==> src/rtl/noc_packetizer.sv <==
`timescale 1ns/1ps
// Source-side NoC network interface: turns a request (destination) plus
// FlitPerPacket-1 payload words into a HEAD/BODY/TAIL flit stream for a router's local port.
module noc_packetizer #(
   parameter int N             = 6,
   parameter int INDEX         = 0,
   parameter int DATA_WIDTH    = 32,
   parameter int TYPE_WIDTH    = 2,
   parameter int FlitPerPacket = 6,
   parameter int CNT_WIDTH     = 16,
   localparam int DEST_W       = $clog2(N)
) (
   input  logic                             clk,
   input  logic                             rst,
   input  logic [DEST_W-1:0]                req_dest,
   input  logic                             req_valid,
   output logic                             req_ready,
   input  logic [DATA_WIDTH-TYPE_WIDTH-1:0] pld_data,
   input  logic                             pld_valid,
   output logic                             pld_ready,
   output logic [DATA_WIDTH-1:0]            flit_data,
   output logic                             flit_valid,
   input  logic                             flit_ready,
   output logic                             busy,
   output logic                             drop_pulse,
   output logic [CNT_WIDTH-1:0]             pkt_count
);

   localparam int PW     = DATA_WIDTH - TYPE_WIDTH;
   localparam int BEAT_W = $clog2(FlitPerPacket);
   localparam logic [BEAT_W-1:0]     LAST_BEAT = BEAT_W'(FlitPerPacket - 2);
   localparam logic [TYPE_WIDTH-1:0] TYPE_HEAD = TYPE_WIDTH'(1);
   localparam logic [TYPE_WIDTH-1:0] TYPE_BODY = TYPE_WIDTH'(2);
   localparam logic [TYPE_WIDTH-1:0] TYPE_TAIL = TYPE_WIDTH'(3);
   localparam logic [DEST_W-1:0]     SRC_ID    = DEST_W'(INDEX);

   // busy is the externally visible copy of the state (high only in S_PAYLOAD).
   typedef enum logic {
      S_IDLE    = 1'b0,
      S_PAYLOAD = 1'b1
   } state_t;

   state_t                state;
   state_t                state_nxt;
   logic [BEAT_W-1:0]     beat_cnt;
   logic                  load_ok;
   logic                  req_fire;
   logic                  pld_fire;
   logic                  dest_ok;
   logic                  last_beat;
   logic                  load_head;
   logic                  load_pld;
   logic                  drop_req;
   logic [DATA_WIDTH-1:0] head_flit;
   logic [DATA_WIDTH-1:0] flit_nxt;

   // Handshakes: a transfer happens on a rising edge where valid & ready are both high;
   // valid never waits on ready, and ready may depend combinationally on the output register.
   assign load_ok   = !flit_valid || flit_ready;
   assign req_fire  = req_valid && req_ready;
   assign pld_fire  = pld_valid && pld_ready;
   assign dest_ok   = int'(req_dest) < N;
   assign last_beat = (beat_cnt == LAST_BEAT);
   assign load_head = (state == S_IDLE) && req_fire && dest_ok;
   assign drop_req  = (state == S_IDLE) && req_fire && !dest_ok;
   assign load_pld  = (state == S_PAYLOAD) && pld_fire;

   always_ff @(posedge clk or negedge rst) begin
      if (!rst) begin
         state <= S_IDLE;
      end else begin
         state <= state_nxt;
      end
   end

   always_comb begin
      state_nxt = state;
      case (state)
         S_IDLE:    if (load_head) state_nxt = S_PAYLOAD;
         S_PAYLOAD: if (load_pld && last_beat) state_nxt = S_IDLE;
         default:   state_nxt = S_IDLE;
      endcase
   end

   always_comb begin
      req_ready = 1'b0;
      pld_ready = 1'b0;
      busy      = 1'b0;
      case (state)
         S_IDLE:    req_ready = load_ok;
         S_PAYLOAD: begin
            pld_ready = load_ok;
            busy      = 1'b1;
         end
         default: ;
      endcase
   end

   // Head layout: type, destination, source, then zero padding down to bit 0.
   always_comb begin
      head_flit                                  = '0;
      head_flit[DATA_WIDTH-1 -: TYPE_WIDTH]      = TYPE_HEAD;
      head_flit[PW-1 -: DEST_W]                  = req_dest;
      head_flit[PW-DEST_W-1 -: DEST_W]           = SRC_ID;
   end

   always_comb begin
      if (load_head) begin
         flit_nxt = head_flit;
      end else begin
         flit_nxt = {(last_beat ? TYPE_TAIL : TYPE_BODY), pld_data};
      end
   end

   always_ff @(posedge clk or negedge rst) begin
      if (!rst) begin
         flit_valid <= 1'b0;
         flit_data  <= '0;
         beat_cnt   <= '0;
         pkt_count  <= '0;
         drop_pulse <= 1'b0;
      end else begin
         drop_pulse <= drop_req;
         if (load_head || load_pld) begin
            flit_valid <= 1'b1;
            flit_data  <= flit_nxt;
         end else if (flit_ready) begin
            flit_valid <= 1'b0;
         end
         if (load_head) begin
            beat_cnt <= '0;
         end else if (load_pld) begin
            beat_cnt <= beat_cnt + BEAT_W'(1);
         end
         if (load_pld && last_beat) begin
            pkt_count <= pkt_count + CNT_WIDTH'(1);
         end
      end
   end

endmodule
==> config.mk <==
export PLATFORM = sky130hd
export DESIGN_NAME = noc_packetizer
export DESIGN_NICKNAME = d
export VERILOG_FILES = /design/src/rtl/noc_packetizer.sv
export SDC_FILE = /design/constraint.sdc
export NUM_CORES = 1
export LEC_CHECK = 0
export CAP_MARGIN = 10
export CORE_MARGIN = 5
export CORE_UTILIZATION = 40
export CTS_BUF_LIST = sky130_fd_sc_hd__clkbuf_4 sky130_fd_sc_hd__clkbuf_8
export DETAILED_ROUTE_END_ITERATION = 10
export PLACE_DENSITY = 0.78
export SLEW_MARGIN = 0
export SYNTH_ARGS = -nofsm -noshare
export SYNTH_HDL_FRONTEND = slang
export SYNTH_SLANG_ARGS = --single-unit
==> constraint.sdc <==
create_clock -name clk -period 1.45 [get_ports clk]
set_input_delay 0.435 -clock clk [delete_from_list [all_inputs] [get_ports clk]]
set_output_delay 0.435 -clock clk [all_outputs]
set_load 0.05 [all_outputs]
======== Yosys cells after proc, flatten, opt, wreduce, memory -nomap -nowiden ========
Index checks and enable logic that the tools add are counted.
storage, ports and cells
  register bits ........................... 54
  bits of input ports ..................... 38
  output and inout bits ................... 53
  logic and storage cells ................. 36
cells by class
  add/subtract/negate cells ............... 2
  $lt $le $gt $ge ......................... 1
  equality and inequality tests ........... 1
  multiplexer cells ....................... 12
  bitwise gates (word level) .............. 1
  reductions and logical operators ........ 13
operators by type and width
  kind                                                             number
  32-bit 2-to-1 mux                                                1
  16-bit by 1-bit adder with 16-bit output, second input constant  1
  1-bit 2-to-1 mux                                                 8
  1-bit logical AND                                                7
  3-bit 2-to-1 mux                                                 2
  2-bit nonzero test                                               2
  3-bit by 1-bit adder with 3-bit output, second input constant    1
  3-bit equality test, second input constant                       1
  3-bit less-than comparator, second input constant                1
  1-bit logical NOT                                                2
  1-bit logical OR                                                 2
  1-bit case mux with 2 select lines                               1
  1-bit inverter                                                   1

======== Logic depth before layout (Yosys ltp) ========
  depth after elaboration ................. 8
  gate-level depth with buffers ........... 6
  gate-level depth less buffers ........... 6

======== Worst setup path before layout ========
OpenSTA, ideal clock, no wires.
  path kind ............................... reg-to-output
  start ................................... register flit_valid
  end ..................................... output pld_ready
  arrival ................................. 1.550 ns
  data required time ...................... 1.015 ns
  setup slack ............................. -0.535 ns
  cell stages (with the launch flop) ...... 4
  buffers on the path ..................... 1
  cell sequence ........................... dfrtp_1 -> nor2b_1 -> buf_6 -> nor2_1
between the ends
  cells in the longest elaborated chain, start to end .. 3
RTL lines
  what                      line  source
  start: declaration        22    output logic flit_valid,
  start signal: assignment  117   flit_valid <= 1'b0;
  start signal: assignment  125   flit_valid <= 1'b1;
  start signal: assignment  128   flit_valid <= 1'b0;
  1-bit logical NOT         59    assign load_ok = !flit_valid || flit_ready;
  1-bit logical OR          59
  1-bit 2-to-1 mux          89    case (state)
  end: declaration          20    output logic pld_ready,
No other way between the ends.

======== Worst setup path after layout ========
  start ................................... register flit_valid
  end ..................................... register pkt_count[12]
between the ends
  cells in the longest elaborated chain, start to end .. 6
RTL lines
  what                    line  source
  1-bit logical NOT       59
  1-bit logical OR        59
  1-bit 2-to-1 mux        89
  1-bit logical AND       61    assign pld_fire = pld_valid && pld_ready;
  1-bit logical AND       66    assign load_pld = (state == S_PAYLOAD) && pld_fire;
  1-bit logical AND       135   if (load_pld && last_beat) begin
  end signal: assignment  136   pkt_count <= pkt_count + CNT_WIDTH'(1);
  end: declaration        26    output logic [CNT_WIDTH-1:0] pkt_count
No other way between the ends.
A chain may end at the register's enable or synchronous reset.

==> flow_summary.toml <==
[run_status]
status = "finished, violations left"
violations = "setup timing"

[global_routing]
first_global_vias = 2366
grt_max_degree = 55
grt_util_all_layers_pct = 20.99
grt_first_pass_wirelength_um = 12120
grt_antenna_before_repair = 0
overflow = 0

[clock_tree]
insertion_delay_ps = 310
clk_pin_slew_ps = 120
clockBufferDepth = 2
cts_hold_buf = 0
cts_buffers = 5
numClockSinks = 54
cts-root-buf = "clkbuf_8"
htree_num_levels = 2
cts_tree = "yes"

[critical_path]
crit_fanout = 4
cp.arrival_ps = 2000
reg2reg_to = "pkt_count[12]"
crit_path_cell_trace = "nor2b_4 > buf_6 > buf_12 > nor4_4 > nand3_1 > xnor2_1"
r2r_slack_ps = -350
endpoint = "pkt_count[12]"
slowest_stage = "dfrtp_2"
setup.worst_path.end_class = "flop"
cp_num_cells = 6
crit_required_ps = 1650
rr_worst_depth = 6
path_buf_inv = 2
worstReg2RegStart = "flit_valid"
crit_start = "flit_valid"
critPathMaxStageDelay_ps = 420
cpLargestDelayFamily = "simple AND/OR/NAND/NOR gates"
critPathKind = "reg -> reg"
startpoint_type = "flop"

[placement]
port_buffers = 90
dp_cells = 406
hpwl_um = 4985
place.gp.congestion = 0.8185

[sta]
relSlewSlack_pct = 68.47
rsz0062_at_grt = "yes"
fin_crit_ps = 1799
hold_slack_ps = 100.2
slew_violations = 0
fin_ws_ps = -349.2
worst-slew-pin-transition_ps = 472.4
finalHoldViolations = 0
setup-violations-final = 58
clock_skew_ps = 20.72
finalCritPeriodShare_pct = 124.1
max_freq_mhz = 555.8

[floorplanning]
dieArea_sq_um = 7363
row_count = 27
core_sq_um = 5540
initial_core_util_pct = 41.49
die_x_um = 85.81
ios = 91
die_y_um = 85.81

[logic_synthesis]
async_flop_share_pct = 100.0
yosys_register_bits = 54
synth_top_area_share_pct = 58.79
synthCells = 229
yosys_warnings = 0
synth_cell_types = 30
synth_top_area_cell = "dfrtp_1"
yosysMostFrequentCell = "nand2_1"
synth_common_cells = "62 x nand2_1, 54 x dfrtp_1, 38 x nand3_1"
synth_area_leaders = "dfrtp_1 59%, nand2_1 10%, nand3_1 8.3%"
yosys_most_used_dff = "dfrtp_1"
ys_seq_area_share_pct = 58.79
syn_nets = 270
syn-cell-area_sq_um = 2298
avgSynthCellArea_sq_um = 10.04
synth_edf_count = 0

[hold_path]
min_path_type = "in -> async"

[cells_and_area]
antenna_cells = 0
nets = 408
drive_gt1_share_pct = 52.99
n_fill_cell = 217
finish.utilization_pct = 88.91
area_growth_pct = 114.3
stdcell_count = 440

[power]
cellLeakagePower_nw = 2.293
p_per_area_nw_per_um2 = 2125
vdd_ir_drop_max_uv = 1531

[drt]
wl_um = 10140
ant_nets = 0
vias_per_cell = 5.525
drc = 0
drt_iter0_drc = 110
drt-wirelength-per-cell_um = 23.04
drt_pass1_iterations = 4
num_vias = 2431

[job]
max_cap_violations = 0
[layout make-up]
class | instances | area, sq um | share of cell area [%]
clock inverters | 3 | 43.79 | 0.8890
clock buffers | 5 | 68.82 | 1.397
flip-flops and latches | 54 | 1370 | 27.81
repair buffers | 142 | 2044 | 41.50
multi-input cells | 159 | 1290 | 26.19
well taps | 72 | 90.09 | 1.829
inverters | 5 | 18.77 | 0.3810
[power by group]
group | switching [W] | internal, W
combinational | 0.00339 | 0.00324
clock | 0.000538 | 0.000519
sequential | 0.000744 | 0.00203
total | 0.00467 | 0.00579
[metal layers]
metal  part of all wire (%)  global-route usage [%]  wire [um]  vias up
li1                       -                       -          -     1050
met1                     35                   21.81       3501     1208
met2                     55                   40.61       5577      145
met3                    7.2                   6.148        726       28
met4                    3.3                   5.612        333        0
met5                      0                       0          0        -
[worst reg2reg max path: cells and delay by family (launching register included)]
family / cells / cell delay (ps)
and+or+nand+nor: 3 / 740
DFF: 1 / 420
xor gates and xnor gates: 1 / 300
buffers and inverters: 2 / 230
[through the flow]
step	TNS [ps]	total power [W]	instance area, sq um	setup WS, ps
global route	-10230	0.01080	4926	-450.1
CTS	-1534	0.009356	4330	-187.9
finish	-7468	0.01047	4926	-349.2
global placement	-19400	0.007924	4025	-511.2
floorplan	-739.8	0.005056	2369	-90.61
detailed placement	-21950	0.008055	4025	-599.6
[cells in the final DEF, fill, tap and decap left out, types with 2 or more instances in the layout]
cell             instances
buf_12                  58
a21oi_4                  2
nand3_1                  5
xnor2_2                  4
nand3_2                 28
ha_1                     2
buf_8                    4
clkbuf_8                 5
clkdlybuf4s50_1         32
inv_1                    3
nor4_4                   2
nand2_1                 54
nor2b_4                  2
nor2_4                   3
buf_4                   19
nand2_2                  5
inv_2                    2
dfrtp_2                 12
buf_6                   21
dfrtp_1                 41
nand4_1                  5
clkbuf_16                3
nor3_4                   2
nand2_4                  3
o2bb2ai_1                2
o21ai_1                  2
and3_4                   2
dlymetal6s2s_1           2
xnor2_1                 10
nor2_1                   4
a221o_1                  3
nand3_4                  5
xor2_1                   2
[timing repair]
item,CTS,global route
pin swaps,14,37
resized for setup,38,80
setup buffers,7,15
cloned,0,4
endpoints found under the setup margin,58,54
[kinds of logic (layout without fill, tap and decap cells)]
| group | after synthesis | in the layout | synth area share (%) |
|---|---|---|---|
| compound gates | 10 | 10 | 3.267 |
| xor+xnor | 16 | 16 | 6.097 |
| fa+ha+maj | 3 | 3 | 1.633 |
| buf+inv | 16 | 155 | 3.157 |
| flops | 54 | 54 | 58.79 |
| mux | 1 | 1 | 0.4899 |
| simple gates | 129 | 129 | 26.57 |
[flip-flops by register name, indices dropped and copies added, names as in the netlist]
name / count
flit_data: 32
pkt_count: 16
beat_cnt: 3
drop_pulse: 1
flit_valid: 1
state: 1
[worst min-delay path by stage]
stage          startpoint       endpoint  slack [ps]
2_1_floorplan         rst    beat_cnt[0]         140
4_1_cts               rst  flit_data[20]         130
3_3_place_gp          rst   pkt_count[2]         450
5_1_grt               rst   pkt_count[6]         130
6_report              rst   pkt_count[6]         100
3_5_place_dp          rst   pkt_count[0]         460
(Power assumes the default switching activity.)
